<file path="config.mk">
export PLATFORM = sky130hd
export DESIGN_NAME = ap_chain_regfile
export DESIGN_NICKNAME = d
export VERILOG_FILES = /design/src/rtl/ap_chain_pkg.sv /design/src/rtl/ap_chain_ctrl.sv /design/src/rtl/ap_chain_regfile.sv
export SDC_FILE = /design/constraint.sdc
export NUM_CORES = 1
export LEC_CHECK = 0
export BUFFER_PORTS_ARGS = -buffer_cell sky130_fd_sc_hd__buf_2
export CAP_MARGIN = 20
export CORE_ASPECT_RATIO = 0.7
export CORE_MARGIN = 3
export CORE_UTILIZATION = 60
export DETAILED_ROUTE_END_ITERATION = 8
export GPL_ROUTABILITY_DRIVEN = 1
export HOLD_SLACK_MARGIN = 0.1
export PLACE_DENSITY = 0.78
export SYNTH_ARGS = -nofsm -noshare
export SYNTH_HDL_FRONTEND = slang
export SYNTH_SLANG_ARGS = --single-unit
</file>
<file path="constraint.sdc">
create_clock -name clk -period 4.85 [get_ports clk]
set_clock_uncertainty 0.1 [all_clocks]
set_input_delay 0.485 -clock clk [delete_from_list [all_inputs] [get_ports clk]]
set_output_delay 0.485 -clock clk [all_outputs]
set_load 0.05 [all_outputs]
</file>
<file path="src/rtl/ap_chain_pkg.sv">
// Shared types and constants for the ap_chain register-file block:
// handshake state encoding and the read/write select values.
package ap_chain_pkg;

   typedef enum logic [1:0] {
      IDLE = 2'd0,
      BUSY = 2'd1,
      DONE = 2'd2
   } state_t;

   localparam logic RD = 1'b1;
   localparam logic WR = 1'b0;

   // Width of a down-counter that must hold values 0..n-1; never zero-width.
   function automatic int cnt_width(input int n);
      return (n > 1) ? $clog2(n) : 1;
   endfunction

endpackage

</file>
<file path="src/rtl/ap_chain_ctrl.sv">
// ap_ctrl_chain handshake FSM with latency counter; emits a one-cycle
// commit strobe and counts acknowledged transactions.
module ap_chain_ctrl
   import ap_chain_pkg::*;
#(
   parameter int LATENCY = 3,
   parameter int CNT_W   = 16
) (
   input  logic             clk,
   input  logic             ap_rst,
   input  logic             ap_start,
   input  logic             ap_continue,
   input  logic             ap_ce,
   output logic             ap_idle,
   output logic             ap_ready,
   output logic             ap_done,
   output logic             commit,
   output logic [CNT_W-1:0] txn_cnt
);

   localparam int LAT_W = cnt_width(LATENCY);
   localparam logic [LAT_W-1:0] LAT_INIT = LAT_W'(LATENCY - 1);

   state_t           state, state_nxt;
   logic [LAT_W-1:0] lat_cnt, lat_cnt_nxt;
   logic             txn_inc;

   // NOTE: every output of this block is given a default first, so no
   // path through the case statement can leave one unassigned (no latches).
   always_comb begin
      state_nxt   = state;
      lat_cnt_nxt = lat_cnt;
      txn_inc     = 1'b0;
      commit      = 1'b0;
      ap_ready    = 1'b0;
      case (state)
         IDLE: begin
            if (ap_start && ap_ce) begin
               ap_ready    = 1'b1;
               state_nxt   = BUSY;
               lat_cnt_nxt = LAT_INIT;
            end
         end
         BUSY: begin
            if (ap_ce) begin
               if (lat_cnt == '0) begin
                  commit    = 1'b1;
                  state_nxt = DONE;
               end else begin
                  lat_cnt_nxt = lat_cnt - 1'b1;
               end
            end
         end
         DONE: begin
            if (ap_continue && ap_ce) begin
               state_nxt = IDLE;
               txn_inc   = 1'b1;
            end
         end
         default: state_nxt = IDLE;
      endcase
   end

   // NOTE: state registers use non-blocking assignments so every flop
   // samples the pre-edge value of its neighbours.
   always_ff @(posedge clk) begin
      if (ap_rst) begin
         state   <= IDLE;
         lat_cnt <= '0;
         txn_cnt <= '0;
      end else begin
         state   <= state_nxt;
         lat_cnt <= lat_cnt_nxt;
         if (txn_inc) txn_cnt <= txn_cnt + 1'b1;
      end
   end

   assign ap_idle = (state == IDLE);
   assign ap_done = (state == DONE);

endmodule

</file>
<file path="src/rtl/ap_chain_regfile.sv">
// Register file behind an ap_ctrl_chain handshake: one read or write per
// transaction, committed LATENCY enabled cycles after the start is accepted.
module ap_chain_regfile
   import ap_chain_pkg::*;
#(
   parameter int DATA_W  = 32,
   parameter int DEPTH   = 16,
   parameter int LATENCY = 3,
   parameter int CNT_W   = 16
) (
   input  logic              clk,
   input  logic              ap_rst,
   input  logic [31:0]       addr,
   input  logic [DATA_W-1:0] wr_data,
   input  logic              rd_wr,
   input  logic              ap_start,
   input  logic              ap_continue,
   input  logic              ap_ce,
   output logic [DATA_W-1:0] ap_return,
   output logic              ap_idle,
   output logic              ap_ready,
   output logic              ap_done,
   output logic              ap_err,
   output logic [CNT_W-1:0]  txn_cnt
);

   localparam int IDX_W = $clog2(DEPTH);

   logic              commit;
   logic [31:0]       addr_q;
   logic [DATA_W-1:0] data_q;
   logic              rd_wr_q;
   logic              addr_ok;
   logic [IDX_W-1:0]  idx;
   logic [DATA_W-1:0] mem [DEPTH];

   ap_chain_ctrl #(
      .LATENCY (LATENCY),
      .CNT_W   (CNT_W)
   ) u_ctrl (
      .clk         (clk),
      .ap_rst      (ap_rst),
      .ap_start    (ap_start),
      .ap_continue (ap_continue),
      .ap_ce       (ap_ce),
      .ap_idle     (ap_idle),
      .ap_ready    (ap_ready),
      .ap_done     (ap_done),
      .commit      (commit),
      .txn_cnt     (txn_cnt)
   );

   // Inputs are sampled only on the accept strobe; later changes are ignored.
   always_ff @(posedge clk) begin
      if (ap_rst) begin
         addr_q  <= '0;
         data_q  <= '0;
         rd_wr_q <= RD;
      end else if (ap_ready) begin
         addr_q  <= addr;
         data_q  <= wr_data;
         rd_wr_q <= rd_wr;
      end
   end

   // Full 32-bit compare: high address bits must not alias onto valid words.
   assign addr_ok = (addr_q < 32'(DEPTH));
   assign idx     = addr_q[IDX_W-1:0];

   // NOTE: the storage is cleared on reset because every word must read 0
   // afterwards; this keeps it in flops rather than a RAM macro.
   always_ff @(posedge clk) begin
      if (ap_rst) begin
         for (int i = 0; i < DEPTH; i++) mem[i] <= '0;
         ap_return <= '0;
         ap_err    <= 1'b0;
      end else if (commit) begin
         if (addr_ok) begin
            ap_err <= 1'b0;
            if (rd_wr_q == RD) ap_return <= mem[idx];
            else               mem[idx]  <= data_q;
         end else begin
            ap_err <= 1'b1;
            if (rd_wr_q == RD) ap_return <= '0;
         end
      end
   end

endmodule

</file>
-- Yosys cells after proc, flatten, opt, wreduce, memory -nomap -nowiden
Memory sizes are Yosys's and may differ from the RTL's. A register that Yosys moved wholly into a read port is not among the register bits.
Cells that the tools add are included.
W data, S select, Z words.
- flip-flop bits (word level): 118
- memory bits (writable): 512
- input port bits: 70
- output and inout bits: 52
- logic and storage cells: 60
- memories: 1
- memory list (name ; words ; width ; rd ports ; clocked after memory_dff ; wr ports ; RTL line ; source):
    mem ; 16 ; 32 ; 1 ; 1 ; 16 ; ap_chain_regfile.sv:35 ; logic [DATA_W-1:0] mem [DEPTH];
- add/sub/neg operators: 2
- magnitude comparators: 1
- equality and inequality tests: 7
- muxes and demuxes: 32
- reduce and logical (&&, ||, !) cells: 9
- operator list (cell ; number):
    $mux W32 ; 4
    $lt A32 B5 Y1 const B ; 1
    $reduce_or A32 Y1 ; 1
    $add A16 B1 Y16 const B ; 1
    $mux W1 ; 16
    $mux W2 ; 7
    $mux W4 ; 3
    $reduce_and A4 Y1 ; 2
    $ne A2 B1 Y1 const B ; 3
    $pmux W2 S3 ; 1
    $logic_not A2 Y1 ; 2
    $ne A2 B2 Y1 const B ; 2
    $pmux W2 S2 ; 1
    $eq A2 B1 Y1 const B ; 1
    $eq A2 B2 Y1 const B ; 1
    $logic_and A1 B1 Y1 ; 2
    $reduce_and A2 Y1 ; 1
    $reduce_bool A2 Y1 ; 1
    $sub A2 B1 Y2 const B ; 1

-- Logic depth before layout (Yosys ltp)
- depth after elaboration: 9
- depth in mapped cells: 9
- mapped depth without buffers: 6

-- By module
From an unflattened synthesis, not the netlist that was laid out.
- cells, all modules: 2136
- area, all modules: 27671.5 sq um
- by module, submodules not included (module ; times used ; cells each ; area each (sq um) ; sequential area each (sq um)):
    ap_chain_regfile ; 1 ; 2021 ; 26675.6 ; 17416.7
    ap_chain_ctrl ; 1 ; 115 ; 996.0 ; 400.4

-- Worst setup path after synthesis
Ideal clock, no wire load.
- path type: register to register
- from: reg u_ctrl.lat_cnt[0]
- to: mem mem[5][0], enable pin
- setup time: 0.428 ns
- data arrival time: 3.047 ns
- required time: 4.322 ns
- slack: 1.275 ns
- stages on the path, launching flop included: 9
- buffers on the path: 2
- clock period less this slack: 3.575 ns
- path through: dfxtp_1 > inv_1 > ha_1 > and4b_1 > nor2b_1 > buf_2 > nand4_2 > clkbuf_1 > o21bai_1
- RTL lines (item ; RTL line ; source):
    start, declared ; ap_chain_ctrl.sv:25 ; logic [LAT_W-1:0] lat_cnt, lat_cnt_nxt;
    start signal, assigned ; ap_chain_ctrl.sv:73 ; lat_cnt <= lat_cnt_nxt;
    end, declared ; ap_chain_regfile.sv:35 ;

==> summary.txt <==
Global routing
  – Total grt overflow: 0
  – Met1 usage: 0.444
  – First-pass GRT wire length: 110000 um
  – Vias in the first global route: 17800
  – Gr usage total: 0.310
  – Largest net degree at the start of global routing: 105
  – M3 GR Usage: 0.0648
  – Initial antenna violation count: 0
  – GRT busiest layer: met2
  – Met2 GRT Util: 0.490

Power and ir drop
  – Net Sw Frac: 0.223
  – Logic pwr share: 0.067
  – Pint: 9050 uW
  – Pwr per Cell Area: 378 mW/mm^2
  – Net Switching: around 2600 uW
  – VDD IR max: 0.000297 V
  – Clock Power Share: 0.406
  – Sequential share of power: 0.527
  – Pleak: 0.0106 uW

Worst hold path
  – HP Class: in -> reg
  – Hold Path Stages: 3

Clock tree
  – TritonCTS clock tree: built
  – Clk pin slew, worst setup/hold paths: 0.07 ns
  – CTS Root Cell: clkbuf_16
  – Htree depth: 2
  – CTS Buffer Depth: 3
  – Clock latency on the worst-skew pair: 0.62 ns
  – Setup bufs post-CTS: 0
  – TritonCTS Sinks: ~630
  – CTS Buf Count: 57

STA
  – Slew Viols, Final: 0
  – Final setup fails: 0
  – Setup TNS: 0 ns
  – Setup ws final: 0.860 ns
  – Tmin final: approximately 4.0 ns
  – Slew HR: 0.253
  – Final period utilization: 0.823
  – RSZ-0062 raised after global routing: no
  – FMAX: 251 MHz
  – Final Hold Viols: 0
  – Measured slew at the worst slew-check pin: 1.12 ns

Route
  – # DRC: 0
  – TritonRoute pass-1 iters: 6
  – Final WL: 72900 um
  – Via count: 17700
  – Vias per cell: 6.34
  – Initial DRC Count: between 2000 and 3000
  – DR WL/cell: 26.1 um
  – Antenna viol nets, final: 0

Logic synthesis
  – Mapped Area: 0.0270 mm^2
  – Post-synthesis sequential area ratio: 0.660
  – Top FF cell, synth: edfxtp_1
  – Yosys top cell by area: edfxtp_1
  – Syn_area_per_cell: 13.4 um^2
  – Syn nets: 2085
  – Fraction of registers with async set/reset: 0
  – Post-Syn Instances: 2013
  – Top cells by area, synth: edfxtp_1, mux4_2, dfxtp_1, nor2_1, nand2_1
  – Post-synthesis cell type count: 49
  – YS warnings: 0
  – Synth Register Bits: 634
  – Synth top area share: 0.569
  – Post-synth EDFFs: about 510

Place
  – Hpwl dp: 43500 um
  – PortBufs: 121
  – Global placement routability congestion: 0.868
  – Dpl cells: between 2000 and 3000
  – Worst slack, placed: 0.935 ns

Setup path
  – Reg2reg path depth: 7
  – Worst setup path category: reg -> reg
  – Crit path max fanout: 33
  – Worst Path Arrival: 4.16 ns
  – Setup crit start kind: register
  – Worst Path Required: roughly 5.0 ns
  – Crit. End Element: register

Outcome
  – Status: completed

Floorplanning
  – DIE WIDTH: 260 um
  – Ports: 122
  – Die ar.: ~0.048 mm^2
  – Num rows: 64
  – Starting Density: 0.613
  – Std-Cell Core Area: 0.0440 mm^2
  – Die Y-Extent: 183 um

Layout
  – Final Non-Filler Cells: 2793
  – Area Growth Syn to Fin: 14.1%
  – Util after Layout: 0.699
  – Layout cell share with drive strength beyond 1: 0.190
  – NumNets Final: 2224
  – Inserted Diodes: 0

Run
  – Max Cap Viol: 0
[flip-flops by register name (all words and copies together), names as in the netlist, named ones only]
register and flops:
u_ctrl.lat_cnt 2, ap_err 1, data_q 32, u_ctrl.state 2, rd_wr_q 1, u_ctrl.txn_cnt 16
mem 512, ap_return 32, addr_q 32
[final timing paths]
kind	endpoint	slack, ns	start
hold reg to reg	addr_q[20]$_SDFFE_PP0P_	0.36	addr_q[20]$_SDFFE_PP0P_
setup reg to reg	mem[5][17]$_SDFFCE_PN0P_	0.86	u_ctrl.lat_cnt[0]$_SDFFE_PP0P_
setup / recovery	mem[5][17]$_SDFFCE_PN0P_	0.86	u_ctrl.lat_cnt[0]$_SDFFE_PP0P_
hold / removal	data_q[13]$_SDFFE_PP0P_	0.14	wr_data[13]
[Yosys cell counts, types with 3 or more instances]
| cell | instances |
|---|---|
| nand4_2 | 4 |
| buf_6 | 45 |
| nand2_1 | 267 |
| and4_1 | 4 |
| buf_2 | 11 |
| xor2_1 | 6 |
| o21bai_1 | 16 |
| mux4_2 | 126 |
| inv_1 | 4 |
| nor2b_1 | 5 |
| edfxtp_1 | 512 |
| o21ai_0 | 3 |
| clkbuf_1 | 69 |
| buf_1 | 13 |
| nand4_1 | 5 |
| or4_1 | 6 |
| and2_1 | 3 |
| nor2_1 | 526 |
| dfxtp_1 | 122 |
| a21oi_1 | 76 |
| nand3_1 | 4 |
| nand2b_1 | 6 |
| a22o_1 | 30 |
| buf_4 | 9 |
| o31ai_1 | 6 |
| nor4_1 | 7 |
| mux2i_1 | 95 |
[timing repair]
item                                   CTS  global route
hold buffers                            65             0
setup endpoints to repair                0             0
endpoints found under the hold margin   69             0
gates resized for setup                  0             0
[routing by layer]
layer / vias up / routed length [um]
li1: 7528 / -
met1: 8793 / 27500
met2: 1246 / 34400
met3: 149 / 9020
met4: 0 / 1980
met5: - / 0
[logic make-up (layout without fill, tap and decap cells)]
family,count (synthesis),in the layout,share of synthesized area
xor gates and xnor gates,7,7,0.00227
adders and majority gates,2,2,0.000927
AOI/OAI and AO/OA,143,143,0.0343
buffers and inverters,154,340,0.0361
muxes,221,221,0.140
DFF,634,634,0.660
and+or+nand+nor,852,852,0.126
[layout make-up]
cell class,count,area (um^2)
Tap cell,594,743
Clock inverter,26,262
Fill cell,2890,13200
Clock buffer,80,1700
Inverter,6,23.8
Timing Repair Buffer,228,1780
Multi-Input combinational cell,1225,8460
Sequential cell,634,17800
[metrics by stage]
step | hold WS (ns) | power [uW] | instance area [um^2]
floorplan | 0.336 | 6670 | 27000
global placement | 0.343 | 6940 | 28200
detailed placement | 0.347 | 6970 | 28200
CTS | 0.121 | 11600 | 30800
global route | 0.134 | 11900 | 30800
finish | 0.138 | 11600 | 30800
[cells in the final DEF, fill, tap and decap left out, drive strengths merged, types with 9 or more instances in the layout]
cell type	n
o21bai	16
edfxtp	512
dfxtp	122
nand4	9
clkinv	19
nand2	267
clkbuf	80
mux2i	95
nor2	526
buf	163
mux4	126
dlygate4sd3	65
a22o	30
a21oi	76
[critical path, cell delays in order (launching register included)]
cell and delay (ns):
dfxtp_1 0.34, inv_1 0.07, ha_1 0.23, and4b_1 0.37, nor2b_1 0.74, nand4_4 0.71
o21bai_4 0.69, buf_4 0.38
[power by group through the flow]
stage,logic [uW],clock network (uW),registers (uW)
2_1_floorplan,465,0,6200
3_3_place_gp,705,0,6240
3_5_place_dp,721,0,6250
4_1_cts,765,4730,6130
5_1_grt,819,4940,6150
6_report,780,4730,6140
Power figures use the tool's default switching activity.
